===== src/rtl/dadda_mul_arbiter.sv =====
// dadda_mul_arbiter
// Round-robin front end that shares one pipelined multiplier core between
// NUM_REQ clients. Each client has a three-state FSM (IDLE/BUSY/DONE) and a
// one-entry result buffer. A tag pipeline that follows the core latency routes
// every product back to the client that issued it.
module dadda_mul_arbiter #(
   parameter int NUM_REQ     = 4,
   parameter int WIDTH       = 32,
   parameter int MUL_LATENCY = 3
) (
   input  logic                         clk,
   input  logic                         reset,
   input  logic [NUM_REQ-1:0]           req_valid,
   output logic [NUM_REQ-1:0]           req_ready,
   input  logic [NUM_REQ*WIDTH-1:0]     req_a,
   input  logic [NUM_REQ*WIDTH-1:0]     req_b,
   output logic [WIDTH-1:0]             mul_a,
   output logic [WIDTH-1:0]             mul_b,
   output logic                         mul_valid,
   input  logic [2*WIDTH-1:0]           mul_p,
   output logic [NUM_REQ-1:0]           rsp_valid,
   input  logic [NUM_REQ-1:0]           rsp_ready,
   output logic [NUM_REQ*2*WIDTH-1:0]   rsp_product,
   output logic                         busy
);

   localparam int PW = (NUM_REQ > 1) ? $clog2(NUM_REQ) : 1;
   // One tag stage sits beside the operand register; the rest match the core depth.
   localparam int TD = MUL_LATENCY + 1;

   typedef enum logic [1:0] {
      S_IDLE = 2'd0,
      S_BUSY = 2'd1,
      S_DONE = 2'd2
   } state_t;

   state_t              r_state     [NUM_REQ];
   state_t              w_state_nxt [NUM_REQ];
   logic [PW-1:0]       r_ptr;
   logic [NUM_REQ-1:0]  w_grant;
   logic                w_gnt_any;
   logic [PW-1:0]       w_gnt_idx;
   logic [NUM_REQ-1:0]  w_cap;
   logic [WIDTH-1:0]    r_mul_a;
   logic [WIDTH-1:0]    r_mul_b;
   logic                r_mul_valid;
   logic                r_tag_vld   [TD];
   logic [PW-1:0]       r_tag_id    [TD];
   logic [2*WIDTH-1:0]  r_prod      [NUM_REQ];

   assign mul_a     = r_mul_a;
   assign mul_b     = r_mul_b;
   assign mul_valid = r_mul_valid;

   // Round-robin pick: first idle requester at or above r_ptr, then wrap to the bottom
   always_comb begin
      w_grant   = '0;
      w_gnt_any = 1'b0;
      w_gnt_idx = '0;
      for (int i = 0; i < NUM_REQ; i++) begin
         if (!w_gnt_any && !reset && req_valid[i] && (r_state[i] == S_IDLE) &&
             (PW'(i) >= r_ptr)) begin
            w_gnt_any  = 1'b1;
            w_gnt_idx  = PW'(i);
            w_grant[i] = 1'b1;
         end
      end
      for (int i = 0; i < NUM_REQ; i++) begin
         if (!w_gnt_any && !reset && req_valid[i] && (r_state[i] == S_IDLE)) begin
            w_gnt_any  = 1'b1;
            w_gnt_idx  = PW'(i);
            w_grant[i] = 1'b1;
         end
      end
   end

   // Pointer moves just past the most recent grant and holds otherwise
   always_ff @(posedge clk) begin
      if (reset) begin
         r_ptr <= '0;
      end else if (w_gnt_any) begin
         r_ptr <= (w_gnt_idx == PW'(NUM_REQ - 1)) ? '0 : w_gnt_idx + PW'(1);
      end
   end

   // Issue stage: latch the granted operands into the core input register
   always_ff @(posedge clk) begin
      if (reset) begin
         r_mul_a     <= '0;
         r_mul_b     <= '0;
         r_mul_valid <= 1'b0;
      end else begin
         r_mul_valid <= w_gnt_any;
         for (int i = 0; i < NUM_REQ; i++) begin
            if (w_grant[i]) begin
               r_mul_a <= req_a[i*WIDTH +: WIDTH];
               r_mul_b <= req_b[i*WIDTH +: WIDTH];
            end
         end
      end
   end

   // Tag pipeline: stage 0 lines up with mul_a/mul_b, the tail lines up with mul_p
   always_ff @(posedge clk) begin
      if (reset) begin
         for (int k = 0; k < TD; k++) begin
            r_tag_vld[k] <= 1'b0;
            r_tag_id[k]  <= '0;
         end
      end else begin
         r_tag_vld[0] <= w_gnt_any;
         r_tag_id[0]  <= w_gnt_idx;
         for (int k = 1; k < TD; k++) begin
            r_tag_vld[k] <= r_tag_vld[k-1];
            r_tag_id[k]  <= r_tag_id[k-1];
         end
      end
   end

   // Decode the tail tag into a one-hot capture strobe
   always_comb begin
      w_cap = '0;
      for (int i = 0; i < NUM_REQ; i++) begin
         w_cap[i] = r_tag_vld[TD-1] && (r_tag_id[TD-1] == PW'(i));
      end
   end

   // Capture stage: product lands in the owner's buffer and stays until the next capture
   always_ff @(posedge clk) begin
      if (reset) begin
         for (int i = 0; i < NUM_REQ; i++) begin
            r_prod[i] <= '0;
         end
      end else begin
         for (int i = 0; i < NUM_REQ; i++) begin
            if (w_cap[i]) begin
               r_prod[i] <= mul_p;
            end
         end
      end
   end

   // Per-requester state register
   always_ff @(posedge clk) begin
      if (reset) begin
         for (int i = 0; i < NUM_REQ; i++) begin
            r_state[i] <= S_IDLE;
         end
      end else begin
         for (int i = 0; i < NUM_REQ; i++) begin
            r_state[i] <= w_state_nxt[i];
         end
      end
   end

   // Per-requester next state: grant starts work, capture finishes it, consume frees it
   always_comb begin
      for (int i = 0; i < NUM_REQ; i++) begin
         w_state_nxt[i] = r_state[i];
         case (r_state[i])
            S_IDLE:  if (w_grant[i])   w_state_nxt[i] = S_BUSY;
            S_BUSY:  if (w_cap[i])     w_state_nxt[i] = S_DONE;
            S_DONE:  if (rsp_ready[i]) w_state_nxt[i] = S_IDLE;
            default:                   w_state_nxt[i] = S_IDLE;
         endcase
      end
   end

   // Outputs decoded from state, grant and result buffers
   always_comb begin
      req_ready   = w_grant;
      rsp_valid   = '0;
      rsp_product = '0;
      busy        = 1'b0;
      for (int i = 0; i < NUM_REQ; i++) begin
         rsp_valid[i]                       = (r_state[i] == S_DONE);
         rsp_product[i*2*WIDTH +: 2*WIDTH] = r_prod[i];
         if (r_state[i] == S_BUSY) begin
            busy = 1'b1;
         end
      end
   end

endmodule


===== config.mk =====
export PLATFORM = sky130hd
export DESIGN_NAME = dadda_mul_arbiter
export DESIGN_NICKNAME = d
export VERILOG_FILES = /design/src/rtl/dadda_mul_arbiter.sv
export SDC_FILE = /design/constraint.sdc
export NUM_CORES = 1
export LEC_CHECK = 0
export CELL_PAD_IN_SITES_DETAIL_PLACEMENT = 0
export CELL_PAD_IN_SITES_GLOBAL_PLACEMENT = 2
export CORE_AREA = 2 2 260 262
export DETAILED_ROUTE_END_ITERATION = 8
export DIE_AREA = 0 0 262 264
export GPL_TIMING_DRIVEN = 0
export HOLD_SLACK_MARGIN = 0.06
export PLACE_DENSITY = 0.82
export SLEW_MARGIN = 10
export SYNTH_ARGS = -nofsm -noshare
export SYNTH_HDL_FRONTEND = slang
export SYNTH_SLANG_ARGS = --single-unit

===== constraint.sdc =====
create_clock -name clk -period 10.14 [get_ports clk]
set_input_delay 2.028 -clock clk [delete_from_list [all_inputs] [get_ports clk]]
set_output_delay 2.028 -clock clk [all_outputs]
set_load 0.05 [all_outputs]

# Yosys cells after proc, flatten, opt, wreduce, memory -nomap -nowiden
# Memory sizes are Yosys's and may differ from the RTL's.
# Cells that the tools add are included.
# word_totals
regBits	67
mem_bits_rw	276
mem_count	4
inputBits	330
# memory_table
name	words	word_bits	read_ports	rd_clocked_by_memory_dff	wr	line	text
r_prod	4	64	4	0	4	49	logic [2*WIDTH-1:0] r_prod [NUM_REQ];
r_state	4	2	4	0	4	37	state_t r_state [NUM_REQ];
r_tag_id	4	2	4	0	4	48	logic [PW-1:0] r_tag_id [TD];
r_tag_vld	4	1	4	0	4	47	logic r_tag_vld [TD];
# op_classes
muxes	82
magnitude_cmp	4
n_eq_ne	12
bitwise	16
n_reduce_logical	45
addsub	1
# ops
cell	n
$mux 32	8
$mux 64	4
$mux 2	27
$mux 1	39
$logic_and 1x1->1	31
$pmux 2 s3	4
$or 1x1->1	16
$eq 2x2->1 const B	7
$eq 2x1->1 const B	5
$logic_not 2->1	5
$logic_not 1->1	8
$ge 1x2->1 const A	2
$ge 2x2->1 const A	2
$reduce_bool 4->1	1
$add 2x1->2 const B	1

# Logic depth before layout (Yosys ltp)
# logic_depth
ltp_word	46
mapped_depth	9

# Worst setup path after synthesis
# No wires, ideal clock.
# synth_timing
path_kind	in2out
from	input reset
to	output req_ready[2]
path_buffers	2
required_ps	8112
stages	6
path_slack_ps	4532
t_arrival_ps	3580
cell_sequence	buf_6 > or4b_1 > nor2_1 > a32oi_2 > inv_2 > clkbuf_1
# synth_between
elab_chain_cells	38
# synth_lines
element	line	text
start, declared	12	input logic reset,
$logic_not 1->1 (*)	61, 69	
$logic_and 1x1->1 (3 in series)	61	if (!w_gnt_any && !reset && req_valid[i] && (r_state[i] == S_IDLE) &&
$mux 1	61	
$logic_not 1->1	61	
$logic_and 1x1->1 (4 in series)	61	
$mux 1	61	
$logic_not 1->1	61	
$logic_and 1x1->1 (4 in series)	61	
(+8 left out)	n/a	
$logic_and 1x1->1 (3 in series)	69	if (!w_gnt_any && !reset && req_valid[i] && (r_state[i] == S_IDLE)) begin
$mux 1	69	
$logic_not 1->1	69	
$logic_and 1x1->1 (3 in series)	69	
$mux 1	69	
$logic_not 1->1	69	
$logic_and 1x1->1 (3 in series)	69	
$mux 1 (*)	69	
end, declared	14	output logic [NUM_REQ-1:0] req_ready,
# Every way passes the cells marked *; elsewhere a longest branch is shown, timed or not.

# Worst setup path in the final report
# layout_timing
from	input req_valid[2]
to	output req_ready[1]
# layout_between
elab_chain_cells	20
# layout_lines
element	line	text
start, declared	13	input logic [NUM_REQ-1:0] req_valid,
$logic_and 1x1->1 (*) (3 in series)	61	
$mux 1 (*)	61	
$logic_not 1->1	61	
$logic_and 1x1->1 (4 in series)	61	
$mux 1 (*)	61	
$logic_not 1->1	69	
$logic_and 1x1->1 (3 in series)	69	
$mux 1 (*)	69	
$logic_not 1->1 (*)	69	
$logic_and 1x1->1 (*) (3 in series)	69	
$mux 1 (*)	69	
# Marks and branches as above.

==> flow_metrics.env <==
export IMPL_drc_errors=0
export IMPL_place_ws_ns=2.961
export IMPL_clock_latency_ns=0.55
export IMPL_grt_max_degree=53
export IMPL_ir_worst_vdd_uv=93.13
export IMPL_place_gp_congestion=0.8640
export IMPL_maxCapViolCount=0
export IMPL_vias=12720
export IMPL_first_global_vias=13240
export IMPL_p_leak_nw=8.566
export IMPL_postSynthCellCount=1119
export IMPL_clock_sinks=342
export IMPL_final_seq_area_mm2=0.009409
export IMPL_required_ns=8.11
export IMPL_routedWlPerCell_um=24.22
export IMPL_power_density_mw_per_mm2=174.0
export IMPL_area_delta_synth_final_pct=63.05
export IMPL_fin_crit_sh_pct=70.47
export IMPL_dieArea_mm2=0.06917
export IMPL_timing_fmax_ghz=0.1399
export IMPL_rsz0062_at_grt="false"
export IMPL_worstPathCellList="clkdlybuf4s50_1 -> nor4b_2 -> a21oi_1 -> o211ai_2 -> buf_2 -> buf_2 -> inv_1 -> clkdlybuf4s50_1"
export IMPL_netlist_area_mm2=0.01449
export IMPL_slowest_delay_ns=0.70
export IMPL_path_clk_slew_ns=0.06
export IMPL_num_rows=95
export IMPL_synthTopCellsByArea="edfxtp_1 53%, dfxtp_1 12%, and2_1 11%, o221ai_1 3.9%, a221oi_1 3.6%"
export IMPL_grt_ovfl_total=0
export IMPL_ios=660
export IMPL_ant_nets=0
export IMPL_synth_top_area_share_pct=53.05
export IMPL_cp_arrival_ns=5.12
export IMPL_rrSetupSlack_ns=7.24
export IMPL_status="complete, no violations"
export IMPL_multi_input_area_mm2=0.004616
export IMPL_worst_slack_ns=2.994
export IMPL_dpl_hpwl_um=52270
export IMPL_crit_type="in2out"
export IMPL_cts_tree="done"
export IMPL_hold_buffers=0
export IMPL_initial_core_util_pct=21.77
export IMPL_slew_headroom_pct=21.69
export IMPL_drt_iter0_drc=856
export IMPL_slowest_stage="clkdlybuf4s50_1"
export IMPL_vias_per_cell=4.665
export IMPL_syn_area_per_cell_um2=12.95
export IMPL_end_kind="output port"
export IMPL_io_buffer_count=658
export IMPL_yosysWarnings=0
export IMPL_antenna_found_initial=10
export IMPL_fin_crit_ns=7.146
export IMPL_worst_pin_slew_ns=1.170
export IMPL_setup_viol=0
export IMPL_track_usage_pct=18.40
export IMPL_ys_ff_latch=342
export IMPL_ys_types=41
export IMPL_hold_class="reg2reg"
export IMPL_setup_tns_ns=0
export IMPL_finalClockSkew_ns=0.01051
export IMPL_power_mw=4.111
export IMPL_die_h_um=264
export IMPL_cts_resized=0
export IMPL_final_hold_viol_count=0
export IMPL_htreeDepth=2
export IMPL_cp_start_kind="input pin"
export IMPL_wl_um=66030
export IMPL_fillCellCount=6550
export IMPL_first_pass_iters=6
export IMPL_yosysSeqAreaShare_pct=64.93
export IMPL_nNetsFinal=2153
export IMPL_cts_buffer_depth=3
export IMPL_cts_buffers=39
export IMPL_critPathMaxFanout=10
export IMPL_clockRootBuffer="clkbuf_16"
export IMPL_synth_nets=1449
export IMPL_grt_first_pass_wirelength_um=93200
export IMPL_cts_setup_buffers=0
export IMPL_drive_above_1_share_pct=6.533
export IMPL_synth_largest_area_cell="edfxtp_1"
export IMPL_die_w_um=262
export IMPL_maxSlewViolCount=0
export IMPL_coreArea_mm2=0.06656
layer usage:
layer / track usage (%) / vias up / part of all wire (%)
met5: 0 / - / 0.041
met4: 4.123 / 4 / 1.9
met3: 4.740 / 85 / 9.0
met2: 34.29 / 697 / 52
met1: 20.76 / 6209 / 37
li1: - / 5722 / -
logic make-up (layout without fill, tap and decap cells):
family                 Yosys count  count (layout)  share of synthesized area (%)
other                            0               1                              0
AOI/OAI and AO/OA              279             279                          15.14
and+or+nand+nor                381             381                          16.42
DFF                            342             342                          64.93
buffers and inverters          117             850                          3.514
placed cells by master (no fill, tap or decap), drive strengths merged:
| cell | Yosys | layout |
|---|---|---|
| nand3b | 2 | 2 |
| diode | 0 | 1 |
| clkbuf | 71 | 119 |
| o22ai | 65 | 65 |
| nor3 | 2 | 2 |
| or2 | 1 | 1 |
| and3 | 64 | 64 |
| a2bb2oi | 1 | 1 |
| bufinv | 0 | 5 |
| clkdlybuf4s50 | 0 | 658 |
| and2 | 256 | 256 |
| nand3 | 2 | 2 |
| nor2 | 16 | 16 |
| clkinv | 0 | 16 |
| o211ai | 1 | 1 |
| dfxtp | 86 | 86 |
| clkinvlp | 0 | 1 |
| nand4 | 1 | 1 |
| or3b | 1 | 1 |
| a32oi | 1 | 1 |
| nand2b | 8 | 8 |
| nor2b | 12 | 12 |
| or4b | 3 | 3 |
| a221oi | 64 | 64 |
| o21bai | 1 | 1 |
| inv | 11 | 11 |
| nand2 | 9 | 9 |
| o21ai | 3 | 3 |
| a21oi | 13 | 13 |
| edfxtp | 256 | 256 |
| a211oi | 1 | 1 |
| a22oi | 64 | 64 |
| nor4b | 4 | 4 |
| buf | 35 | 40 |
| o221ai | 64 | 64 |
| a31oi | 1 | 1 |
registers in the layout (all words and copies together) (netlist names):
register and cells:
mul_b 32, r_ptr 2, r_tag_id 8, mul_valid 1
mul_a 32, r_tag_vld 3, r_prod 256, r_state 8
cells in the mapped netlist:
cell type and count:
or3b_2 1, and2_1 256, nand2_1 9, nor2b_1 12, a31oi_1 1, or4b_1 2, nor4b_2 3, dfxtp_1 86
o211ai_2 1, inv_2 3, nor2_1 16, buf_4 6, buf_6 2, buf_1 1, o22ai_1 65, a2bb2oi_1 1
a211oi_1 1, o21ai_1 1, o21ai_0 2, nor4b_4 1, a21oi_2 1, a221oi_1 59, a221oi_2 5, clkbuf_1 71
nand3b_1 2, a22oi_1 64, a21oi_1 11, or2_1 1, a21oi_4 1, and3_1 64, inv_1 8, buf_2 26
o21bai_1 1, a32oi_2 1, nand2b_1 8, o221ai_1 64, edfxtp_1 256, or4b_4 1, nand3_1 2, nor3_1 2
nand4_1 1
stage by stage:
stage	area, um^2	utilization (%)	instances	hold WS (ns)
after floorplan	14490	-	1119	0.4138
final	23630	35.50	2726	0.4336
after CTS	23620	35.49	2725	0.4340
after global routing	23630	35.49	2725	0.4544
after detailed placement	22340	33.55	2655	0.4204
after global placement	22170	33.31	2650	0.4186
worst max-delay path: cells and delay by family:
kind            cells  cell delay [ns]
compound gates      2             0.71
simple gates        1             0.43
buf+inv             5             1.94
where the power goes:
part	switching (mW)	internal, mW	total (mW)
logic	0.634	0.375	1.01
registers	0.0613	1.60	1.66
clock network	0.590	0.853	1.44
total	1.28	2.83	4.11
worst paths after layout:
kind                                            startpoint                   endpoint  cells past startpoint
worst min-delay path             r_tag_id[1][1]$_SDFF_PP0_  r_tag_id[2][1]$_SDFF_PP0_                      1
worst max register to register  r_state[0][0]$_SDFFE_PP0P_      mul_a[5]$_SDFFE_PP0P_                      7
worst max-delay path                          req_valid[2]               req_ready[1]                      8
worst min register to register   r_tag_id[1][1]$_SDFF_PP0_  r_tag_id[2][1]$_SDFF_PP0_                      1
layout make-up:
class / count / share of cell area (%)
clock buffer: 48 / 4.363
inverter: 11 / 0.1748
tap: 873 / 4.623
antenna: 1 / 0.01059
buffer: 106 / 1.981
clock inverter: 22 / 1.086
multi-input combinational: 660 / 19.54
sequential: 342 / 39.82
timing repair buffer: 663 / 28.40
No activity file was read; power rests on OpenSTA's default activity.
